File: config.mk
export PLATFORM = sky130hd
export DESIGN_NAME = traffic_phase_sequencer
export DESIGN_NICKNAME = d
export VERILOG_FILES = /design/src/rtl/traffic_phase_sequencer_pkg.sv /design/src/rtl/traffic_phase_sequencer_light_decoder.sv /design/src/rtl/traffic_phase_sequencer.sv
export SDC_FILE = /design/constraint.sdc
export NUM_CORES = 1
export LEC_CHECK = 0
export BUFFER_PORTS_ARGS = -buffer_cell sky130_fd_sc_hd__buf_2
export CORE_AREA = 2 2 40 42
export DETAILED_ROUTE_END_ITERATION = 8
export DIE_AREA = 0 0 42 44
export PLACE_DENSITY = 0.71
export SYNTH_ARGS = -nofsm -noshare
export SYNTH_HDL_FRONTEND = slang
export SYNTH_SLANG_ARGS = --single-unit
File: constraint.sdc
create_clock -name clk -period 2.17 [get_ports clk]
set_input_delay 0.5425 -clock clk [delete_from_list [all_inputs] [get_ports clk]]
set_output_delay 0.5425 -clock clk [all_outputs]
set_load 0.01 [all_outputs]
File: src/rtl/traffic_phase_sequencer_pkg.sv
// Shared definitions for the intersection phase sequencer: phase state
// encoding and lamp one-hot patterns {red, yellow, green}.
package traffic_phase_sequencer_pkg;

  typedef enum logic [2:0] {
    ST_INIT      = 3'd0,
    ST_NS_GREEN  = 3'd1,
    ST_NS_YELLOW = 3'd2,
    ST_ALL_RED_1 = 3'd3,
    ST_EW_GREEN  = 3'd4,
    ST_EW_YELLOW = 3'd5,
    ST_ALL_RED_2 = 3'd6,
    ST_EMG       = 3'd7
  } phase_e;

  localparam logic [2:0] LAMP_RED = 3'b100;
  localparam logic [2:0] LAMP_YEL = 3'b010;
  localparam logic [2:0] LAMP_GRN = 3'b001;

endpackage

File: src/rtl/traffic_phase_sequencer_light_decoder.sv
// Pure decode of the current phase into north-south / east-west lamp drives.
// Only the four green/yellow phases light anything other than red, and each
// of those lights exactly one direction, so both directions can never be
// non-red at the same time.
module light_decoder
  import traffic_phase_sequencer_pkg::*;
(
  input  phase_e     phase_i,
  output logic [2:0] ns_light_o,
  output logic [2:0] ew_light_o
);

  // Map each phase to its lamp pattern; anything unlisted is all-red.
  always_comb begin
    ns_light_o = LAMP_RED;
    ew_light_o = LAMP_RED;
    case (phase_i)
      ST_NS_GREEN:  ns_light_o = LAMP_GRN;
      ST_NS_YELLOW: ns_light_o = LAMP_YEL;
      ST_EW_GREEN:  ew_light_o = LAMP_GRN;
      ST_EW_YELLOW: ew_light_o = LAMP_YEL;
      default: begin
        ns_light_o = LAMP_RED;
        ew_light_o = LAMP_RED;
      end
    endcase
  end

endmodule

File: src/rtl/traffic_phase_sequencer.sv
// Intersection phase sequencer. Commands an external saturating countdown
// timer (down / forced load / load value) and reacts to its zero flag.
// The load value always names the duration of the phase that would be
// entered on zero, so a timer reload lands on the same edge as the phase
// change. Emergency requests are latched so a request seen during a
// non-preemptible yellow is honoured once the yellow ends.
module traffic_phase_sequencer
  import traffic_phase_sequencer_pkg::*;
#(
  parameter int unsigned BIT_WIDTH  = 7,
  parameter int unsigned T_GREEN_NS = 20,
  parameter int unsigned T_GREEN_EW = 15,
  parameter int unsigned T_YELLOW   = 4,
  parameter int unsigned T_CLEAR    = 2
) (
  input  logic                 clk,
  input  logic                 rst,
  input  logic                 tmr_zero,
  input  logic                 emg_req,
  input  logic                 ew_sense,
  output logic                 tmr_down,
  output logic                 tmr_emg_load,
  output logic [BIT_WIDTH-1:0] tmr_load_value,
  output logic [2:0]           ns_light,
  output logic [2:0]           ew_light,
  output logic [2:0]           phase
);

  localparam logic [BIT_WIDTH-1:0] LD_GREEN_NS = BIT_WIDTH'(T_GREEN_NS);
  localparam logic [BIT_WIDTH-1:0] LD_GREEN_EW = BIT_WIDTH'(T_GREEN_EW);
  localparam logic [BIT_WIDTH-1:0] LD_YELLOW   = BIT_WIDTH'(T_YELLOW);
  localparam logic [BIT_WIDTH-1:0] LD_CLEAR    = BIT_WIDTH'(T_CLEAR);

  phase_e state_q, state_d;
  logic   emg_pend_q, emg_pend_d;
  logic   ew_dem_q, ew_dem_d;
  logic   emg_act;

  assign emg_act  = emg_req | emg_pend_q;
  assign tmr_down = (state_q != ST_INIT);
  assign phase    = state_q;

  // State and request latches; reset returns to INIT with latches cleared.
  always_ff @(posedge clk) begin
    if (rst) begin
      state_q    <= ST_INIT;
      emg_pend_q <= 1'b0;
      ew_dem_q   <= 1'b0;
    end else begin
      state_q    <= state_d;
      emg_pend_q <= emg_pend_d;
      ew_dem_q   <= ew_dem_d;
    end
  end

  // Next phase, forced-load pulse and the duration of the phase entered on zero.
  always_comb begin
    state_d        = state_q;
    tmr_emg_load   = 1'b0;
    tmr_load_value = LD_CLEAR;
    case (state_q)
      ST_INIT: begin
        // tmr_down is low here, so the timer loads the clearance time.
        state_d        = ST_ALL_RED_2;
        tmr_load_value = LD_CLEAR;
      end
      ST_NS_GREEN, ST_EW_GREEN: begin
        tmr_load_value = LD_YELLOW;
        if (emg_act) begin
          state_d      = (state_q == ST_NS_GREEN) ? ST_NS_YELLOW : ST_EW_YELLOW;
          tmr_emg_load = 1'b1;
        end else if (tmr_zero) begin
          state_d = (state_q == ST_NS_GREEN) ? ST_NS_YELLOW : ST_EW_YELLOW;
        end else begin
          state_d = state_q;
        end
      end
      ST_NS_YELLOW, ST_EW_YELLOW: begin
        // Yellow always runs to completion; emergency only redirects the exit.
        tmr_load_value = LD_CLEAR;
        if (tmr_zero) begin
          if (emg_act) begin
            state_d = ST_EMG;
          end else begin
            state_d = (state_q == ST_NS_YELLOW) ? ST_ALL_RED_1 : ST_ALL_RED_2;
          end
        end else begin
          state_d = state_q;
        end
      end
      ST_ALL_RED_1, ST_ALL_RED_2: begin
        if (emg_act) begin
          state_d        = ST_EMG;
          tmr_emg_load   = 1'b1;
          tmr_load_value = LD_CLEAR;
        end else if ((state_q == ST_ALL_RED_1) && ew_dem_q) begin
          tmr_load_value = LD_GREEN_EW;
          state_d        = tmr_zero ? ST_EW_GREEN : state_q;
        end else begin
          tmr_load_value = LD_GREEN_NS;
          state_d        = tmr_zero ? ST_NS_GREEN : state_q;
        end
      end
      ST_EMG: begin
        if (emg_req) begin
          // Hold: keep reloading the release time while the request is up.
          tmr_emg_load   = 1'b1;
          tmr_load_value = LD_CLEAR;
          state_d        = ST_EMG;
        end else begin
          tmr_load_value = LD_GREEN_NS;
          state_d        = tmr_zero ? ST_NS_GREEN : ST_EMG;
        end
      end
      default: begin
        state_d        = ST_INIT;
        tmr_emg_load   = 1'b0;
        tmr_load_value = LD_CLEAR;
      end
    endcase
  end

  // Request latches; a clear on the entering edge beats a concurrent set.
  always_comb begin
    emg_pend_d = emg_pend_q;
    ew_dem_d   = ew_dem_q;
    if ((state_d == ST_EMG) && (state_q != ST_EMG)) begin
      emg_pend_d = 1'b0;
    end else if (emg_req && (state_q != ST_EMG)) begin
      emg_pend_d = 1'b1;
    end else begin
      emg_pend_d = emg_pend_q;
    end
    if ((state_d == ST_EW_GREEN) && (state_q != ST_EW_GREEN)) begin
      ew_dem_d = 1'b0;
    end else if (ew_sense) begin
      ew_dem_d = 1'b1;
    end else begin
      ew_dem_d = ew_dem_q;
    end
  end

  light_decoder u_light_decoder (
    .phase_i    (state_q),
    .ns_light_o (ns_light),
    .ew_light_o (ew_light)
  );

endmodule

==> impl_metrics.toml, run 1 <==
[final_layout]
syn_to_final_growth_pct = 14.5
fin_area_um2 = 692
final_nets = 107
insertedDiodeCount = 0
drive_gt1_share_pct = 37.6
final_util_pct = 48.8
final_cell_count_no_fill = 117

[place]
portBuffers = 20
post-dp-hpwl_mm = 1.03
gp_congestion = 0.909
dp.cells = 113
place_area_um2 = 663

[power_and_ir_drop]
power_leakage_nw = 0.324
power.density_mw_per_mm2 = 693
vdd_drop_max_uv = 380

[timing]
finalSetupViolations = 0
hold_viol = 0
tns_ns = 0
finClkSkew_ns = 0.0102
grt_setup_unrepaired = "no"
min_period_ns = 2.04
maxSlewViolCount = 0
holdWs_ns = 0.497
fmax_ghz = 0.491
timing.final.crit_share_pct = 93.9

[worst_setup_path]
cp_max_fo = 8
reg2reg_from = "emg_pend_q$_SDFFE_PP0P_"
reg2reg_slack_ns = 0.52
reg2reg_depth = 5
start_kind = "flip-flop"
cp.arrival_ns = 1.49
worst_setup_path_end_kind = "output pin"
r2r_end = "emg_pend_q$_SDFFE_PP0P_"
endpoint = "tmr_load_value[2]"
crit_type = "flip-flop to output pin"
startpoint = "phase[0]$_SDFF_PP0_"
required_ns = 1.63

[synthesis]
synthDistinctLibCells = 36
synthSimpleGateAreaFrac_pct = 32.5
synth_compound_gate_area_share_pct = 32.5
synthAdderAreaFrac_pct = 0
synthTopCellsByArea = "dfxtp_1 (17%), nor2_1 (9.9%), a21oi_1 (7.5%)"
netlist_area_um2 = 604
async_reset_ff_share_pct = 0
syn_avg_cell_area_um2 = 7.19
synth_area_leader_cell = "dfxtp_1"
synthFlopType = "dfxtp_1"
synth_most_common_cell = "nor2_1"
synth_xor_area_share_pct = 1.45
synth_top_family_by_area = "compound AO/OA/AOI/OAI gates"
synth_mux_area_share_pct = 0
synth_top_area_share_pct = 16.6
seq_area_frac_synth_pct = 16.6
synth_edf_count = 0
synth_warnings = 0
ys_seq_elements = 5
netlist_instances = 84
synth.top_cells.by_count = "nor2_1 (16), a21oi_1 (9), o21ai_0 (6), dfxtp_1 (5)"

[detailed_routing]
ant_nets = 0
wl_per_cell_um = 11.6
first_iter_violations = 28
via_count = 629
drtPass1Iterations = 4
drc_errors = 0
viasPerCell = 5.38
wirelength_mm = 1.36

[clock_tree]
clock_latency_ns = 0.25
clk_path_buf_depth = 2
htree_levels = 1
cts_buffers = 3
clk_pin_slew_ns = 0.05
cts.sinks = 5
hold_buffers = 0
cts_root_buf = "clkbuf_4"
cts_tree = "done"

[floorplan]
fp.dieArea_mm2 = 0.00185
die_h_um = 44
num_rows = 14
core-area_mm2 = 0.00142
die_w_um = 42
initial_utilization_pct = 42.6
io_pins = 23

[global_route]
grt_pass1_vias = 541
grt.overflow.total = 0
grt_pass1_wl_mm = 2.21
grt_usage_pct = 15.5
grt_start_max_net_pins = 13
antenna_found_initial = 0

[status]
outcome = "complete, no violations"

[min_path]
hp-class = "input port to flip-flop"
worstHoldStart = "rst"

[job]
maxCapViolCount = 0
## cell type report
type	instances	area, um2
clock buffer	4	26.3
fill	166	727
inverter	1	3.75
multi-input combinational	67	409
sequential	5	103
tap	16	20.0
timing repair buffer	24	130
## routing by layer
metal | routed length (um) | GRT usage (%)
met3 | 88 | 4.17
met4 | 6 | 7.10
met5 | 0 | 0
met2 | 697 | 26.3
met1 | 571 | 18.3
## worst max-delay path: stages, from the launching register on
cell     delay [ns]
dfxtp_2        0.36
buf_4          0.16
nand2_2        0.11
nor2_1         0.06
or2_2          0.29
a21oi_1        0.11
buf_2          0.14
## worst min-delay path by stage
stage | endpoint | slack [ns] | cells after the start
3_5_place_dp | ew_dem_q$_SDFFE_PP0P_ | 0.62 | 2
4_1_cts | phase[0]$_SDFF_PP0_ | 0.51 | 2
3_3_place_gp | ew_dem_q$_SDFFE_PP0P_ | 0.60 | 2
2_1_floorplan | ew_dem_q$_SDFFE_PP0P_ | 0.53 | 2
6_report | phase[0]$_SDFF_PP0_ | 0.50 | 2
5_1_grt | phase[0]$_SDFF_PP0_ | 0.52 | 2
## kinds of logic after synthesis
kind of cell | after synthesis
other | 1
AOI/OAI and AO/OA | 28
and+or+nand+nor | 36
DFF | 5
xor gates and xnor gates | 1
buffers and inverters | 13
## registers in the layout (all words and copies together), names as in the netlist
| name | cells |
|---|---|
| emg_pend_q | 1 |
| ew_dem_q | 1 |
| phase | 3 |
## repair_timing
item / CTS / global route
resized for setup: 0 / 2
endpoints found under the setup margin: 0 / 2
buffers inserted: 0 / 0
## cell usage in the layout (no fill, tap or decap), types with 3 or more instances in the layout
cell type / count
clkbuf_4: 3
nor2_1: 16
dfxtp_1: 3
nand2b_1: 3
buf_2: 20
a21oi_1: 9
o21ai_0: 6
buf_4: 4
## report_power, final
group / switching [mW] / internal (mW)
Sequential: 0.0361 / 0.106
Combinational: 0.119 / 0.104
Clock: 0.0437 / 0.0698
Total: 0.199 / 0.280
## per-stage QoR
stage | total power [mW] | setup slack, ns
after floorplan | 0.315 | 0.230
after global placement | 0.362 | 0.359
after detailed placement | 0.367 | 0.330
after CTS | 0.480 | 0.0579
after global routing | 0.514 | 0.0415
final | 0.479 | 0.133
No activity file was read; power rests on OpenSTA's default activity.
==> run 2: changes to the inputs <==
- CTS_BUF_LIST: unset -> sky130_fd_sc_hd__clkbuf_4 sky130_fd_sc_hd__clkbuf_8 sky130_fd_sc_hd__clkbuf_16
- GPL_TIMING_DRIVEN: unset -> 0
==> run 2 against run 1 <==
Net effect: clock power barely moved; sequential power down 18%; global-route usage shrank 0.52 points; worst setup slack worse by 0.0031 ns; total power is 4.2% higher.
==> impl_metrics.toml, run 2 (synthesis results as in run 1) <==
[power_and_ir_drop]
power_leakage_nw = 0.370
power.density_mw_per_mm2 = 658
vdd_drop_max_uv = 632

[detailed_routing]
ant_nets = 0
wl_per_cell_um = 10.7
drtPass1Iterations = 3
wirelength_mm = 1.34
via_count = 658
viasPerCell = 5.26
drc_errors = 0
first_iter_violations = 9

[final_layout]
insertedDiodeCount = 0
multi_input_area_um2 = 409
final_cell_mix = "buf_2 (24), nor2_1 (16), a21oi_1 (9)"
syn_to_final_growth_pct = 25.7
mostFrequentLayoutCell = "buf_2"
fill_cells = 141
final_nets = 115
drive_gt1_share_pct = 42.2
regArea_um2 = 101
largest_reg_flops = 3
final_util_pct = 53.5

[timing]
finClkSkew_ns = 0.00163
hold_viol = 0
maxSlewViolCount = 0
grt_setup_unrepaired = "no"
timing.final.crit_share_pct = 94.0
finalSetupViolations = 0
tns_ns = 0
fmax_ghz = 0.490
min_period_ns = 2.04

[floorplan]
num_rows = 14
die_h_um = 44
core-area_mm2 = 0.00142
io_pins = 23
initial_utilization_pct = 42.6
fp.dieArea_mm2 = 0.00185
die_w_um = 42

[status]
outcome = "complete, no violations"

[global_route]
grt_usage_pct = 15.0
grt_start_max_net_pins = 11
antenna_found_initial = 0
grt.overflow.total = 0
grt_pass1_vias = 529
grt_pass1_wl_mm = 2.15

[clock_tree]
htree_levels = 1
clk_path_buf_depth = 2
post_cts_resized = 0
cts_setup_buffers = 0
cts_buffers = 3
cts_tree = "done"
cts.sinks = 5
clock_latency_ns = 0.24
clk_pin_slew_ns = 0.04
hold_buffers = 0
cts_root_buf = "clkbuf_4"

[worst_setup_path]
cp_max_fo = 10
required_ns = 1.63
crit_type = "flip-flop to output pin"
cp.arrival_ns = 1.50
worst_setup_path_end_kind = "output pin"
start_kind = "flip-flop"

[job]
maxCapViolCount = 0

[place]
portBuffers = 20
post-dp-hpwl_mm = 1.01
gp_congestion = 0.803

[min_path]
hp-class = "input port to flip-flop"
[run 2: final timing paths]
| path | from | endpoint | slack (ns) | depth (start not counted) |
|---|---|---|---|---|
| setup / recovery | phase[1]$_SDFF_PP0_ | tmr_load_value[1] | 0.13 | 6 |
| hold / removal | rst | phase[1]$_SDFF_PP0_ | 0.53 | 2 |
| setup reg to reg | phase[0]$_SDFF_PP0_ | ew_dem_q$_SDFFE_PP0P_ | 0.74 | 6 |
| hold reg to reg | ew_dem_q$_SDFFE_PP0P_ | ew_dem_q$_SDFFE_PP0P_ | 0.61 | 2 |
[run 2: cell type report]
cell class,instances,area share (%)
flip-flops and latches,5,13.3
plain buffers,12,12.5
inverters,1,0.494
well taps,16,2.64
repair buffers,20,13.2
clock buffers,4,3.95
multi-input cells,67,53.9
[run 2: stage by stage]
step	worst slack [ns]	hold slack, ns	power (mW)	cell area [um2]	cells
final	0.130	0.526	0.500	759	125
after global routing	0.0192	0.527	0.543	759	125
after CTS	0.0569	0.528	0.505	758	125
after detailed placement	0.215	0.609	0.384	728	121
after global placement	0.237	0.587	0.382	728	121
after floorplan	0.230	0.531	0.315	608	85
[run 2: routing by layer]
layer  wire, um  global-route usage, %  vias up
met4          0                   1.94        0
met3         49                   5.00        0
met5          0                      0        -
li1           -                      -      335
met1        618                   18.0      311
met2        671                   26.6       12
[run 2: power breakdown]
part / internal, mW / leakage [nW] / total, mW / switching, mW
logic: 0.119 / 0.310 / 0.267 / 0.147
registers: 0.105 / 0.0420 / 0.117 / 0.0113
clock network: 0.0817 / 0.0184 / 0.116 / 0.0344
total: 0.306 / 0.370 / 0.500 / 0.193
[run 2: critical path, stage by stage, from the launching register on]
cell     delay (ns)
dfxtp_2        0.36
buf_6          0.14
buf_2          0.19
a21oi_1        0.09
o21a_1         0.17
o22a_1         0.18
buf_2          0.13
==> run 3: changes to the inputs <==
- PLACE_DENSITY: 0.71 -> unset
- PLACE_DENSITY_LB_ADDON: unset -> 0.08
==> run 3 against run 2 <==
Net effect: cell area shrank 0.82%; register-to-register slack barely moved; sequential cell count unchanged; clock skew grew 0.0012 ns; via count shrank 0.15%; sequential power about the same; non-clock buffer count shrank 1; fmax is 0.26% higher; critical path depth did not move; sequential share of layout area down 0.055 points; critical path type unchanged; highest routed layer unchanged.
==> impl_metrics.toml, run 3 (synthesis results as in run 1) <==
[clock_tree]
post_cts_resized = 0
htree_levels = 1
cts_setup_buffers = 0
hold_buffers = 0
cts_root_buf = "clkbuf_4"
clk_path_buf_depth = 2
clock_latency_ns = 0.24
clk_pin_slew_ns = 0.04
cts_tree = "done"
cts.sinks = 5
cts_buffers = 3

[place]
portBuffers = 20
place_area_um2 = 728
post-dp-hpwl_mm = 1.07
gp_congestion = 0.747

[timing]
finalSetupViolations = 0
grt_setup_unrepaired = "no"
tns_ns = 0
maxSlewViolCount = 0
fmax_ghz = 0.491
finClkSkew_ns = 0.00283
hold_viol = 0
min_period_ns = 2.04
timing.final.crit_share_pct = 93.8
holdWs_ns = 0.522

[worst_setup_path]
cp_slowest_cell = "dfxtp_1"
cp.arrival_ns = 1.49
cp.depth = 6
required_ns = 1.63
worst_setup_path_end_kind = "output pin"
cp_max_fo = 10
path_common_cell = "buf_2"
path_buf_inv = 3
slowest_delay_ns = 0.33
start_kind = "flip-flop"
path_cells = "buf_6 > buf_2 > a21oi_1 > o21a_1 > o22a_1 > buf_2"
crit_type = "flip-flop to output pin"
reg2reg_from = "phase[0]$_SDFF_PP0_"
reg2reg_depth = 6
reg2reg_slack_ns = 0.73
critPathTopFamily = "buffers and inverters"
r2r_end = "ew_dem_q$_SDFFE_PP0P_"

[detailed_routing]
drtPass1Iterations = 4
ant_nets = 0
wirelength_mm = 1.41
viasPerCell = 5.30
drc_errors = 0
via_count = 657
wl_per_cell_um = 11.4
first_iter_violations = 5

[final_layout]
mostFrequentLayoutCell = "buf_2"
drive_gt1_share_pct = 40.7
insertedDiodeCount = 0
largest_reg_flops = 3
final_cell_mix = "buf_2 (23), nor2_1 (16), a21oi_1 (9)"
syn_to_final_growth_pct = 24.6
final_nets = 114
fin_area_um2 = 753

[min_path]
worstHoldStart = "rst"
min_path_cells = 2
holdPathEnd = "phase[1]$_SDFF_PP0_"
hp-class = "input port to flip-flop"

[global_route]
grt_usage_pct = 16.0
grt.overflow.total = 0
antenna_found_initial = 0
grt_start_max_net_pins = 11
grt_pass1_wl_mm = 2.28
grt_pass1_vias = 547

[floorplan]
num_rows = 14
initial_utilization_pct = 42.6
fp.dieArea_mm2 = 0.00185
io_pins = 23
core-area_mm2 = 0.00142
die_h_um = 44
die_w_um = 42

[power_and_ir_drop]
power_leakage_nw = 0.365
power.density_mw_per_mm2 = 666
vdd_drop_max_uv = 637

[status]
outcome = "complete, no violations"

[job]
maxCapViolCount = 0
[run 3: changes by cell type in the layout (fill, tap and decap cells not counted), sizes merged]
cell / change
buf: -1
[run 3: worst max path at each step]
| stage | startpoint | end | slack (ns) |
|---|---|---|---|
| detailed placement | emg_req | tmr_load_value[3] | 0.21 |
| CTS | phase[1]$_SDFF_PP0_ | tmr_load_value[1] | 0.05 |
| finish | phase[2]$_SDFF_PP0_ | tmr_load_value[1] | 0.13 |
| global route | phase[2]$_SDFF_PP0_ | tmr_load_value[1] | 0.05 |
| global placement | emg_req | tmr_load_value[3] | 0.24 |
| floorplan | emg_req | tmr_load_value[3] | 0.23 |
[run 3: area by class of cell]
class                   count  area, um2
inverters                   1       3.75
flip-flops and latches      5        100
fillers                   155        666
well taps                  16       20.0
clock buffers               4       30.0
repair buffers             20        100
multi-input cells          67        409
plain buffers              11       90.1
[run 3: per-stage QoR]
step                power [mW]  setup slack (ns)  cells  util (%)
floorplan                0.315             0.230     85         -
global placement         0.384             0.241    121      51.3
detailed placement       0.387             0.206    121      51.3
CTS                      0.509            0.0536    125      53.4
global route             0.544            0.0465    124      53.1
finish                   0.501             0.135    124      53.1
[run 3: worst reg2reg max path, delay by kind of cell (launching register included)]
kind	cells	cell delay (ns)
compound gates	3	0.48
simple gates	1	0.18
flops	1	0.30
buf+inv	2	0.33
[run 3: power breakdown]
| part | switching (mW) | total (mW) | internal [mW] | leakage [nW] |
|---|---|---|---|---|
| registers | 0.0117 | 0.117 | 0.105 | 0.0418 |
| logic | 0.149 | 0.266 | 0.118 | 0.305 |
| clock network | 0.0368 | 0.119 | 0.0819 | 0.0184 |
| total | 0.197 | 0.501 | 0.304 | 0.365 |
[run 3: metal layers]
| metal | up-vias | GRT usage [%] | routed length [um] |
|---|---|---|---|
| met5 | - | 0 | 0 |
| met4 | 0 | 3.87 | 0 |
| met3 | 0 | 5.42 | 62 |
| met2 | 14 | 25.9 | 666 |
| met1 | 302 | 20.5 | 683 |
| li1 | 341 | - | - |
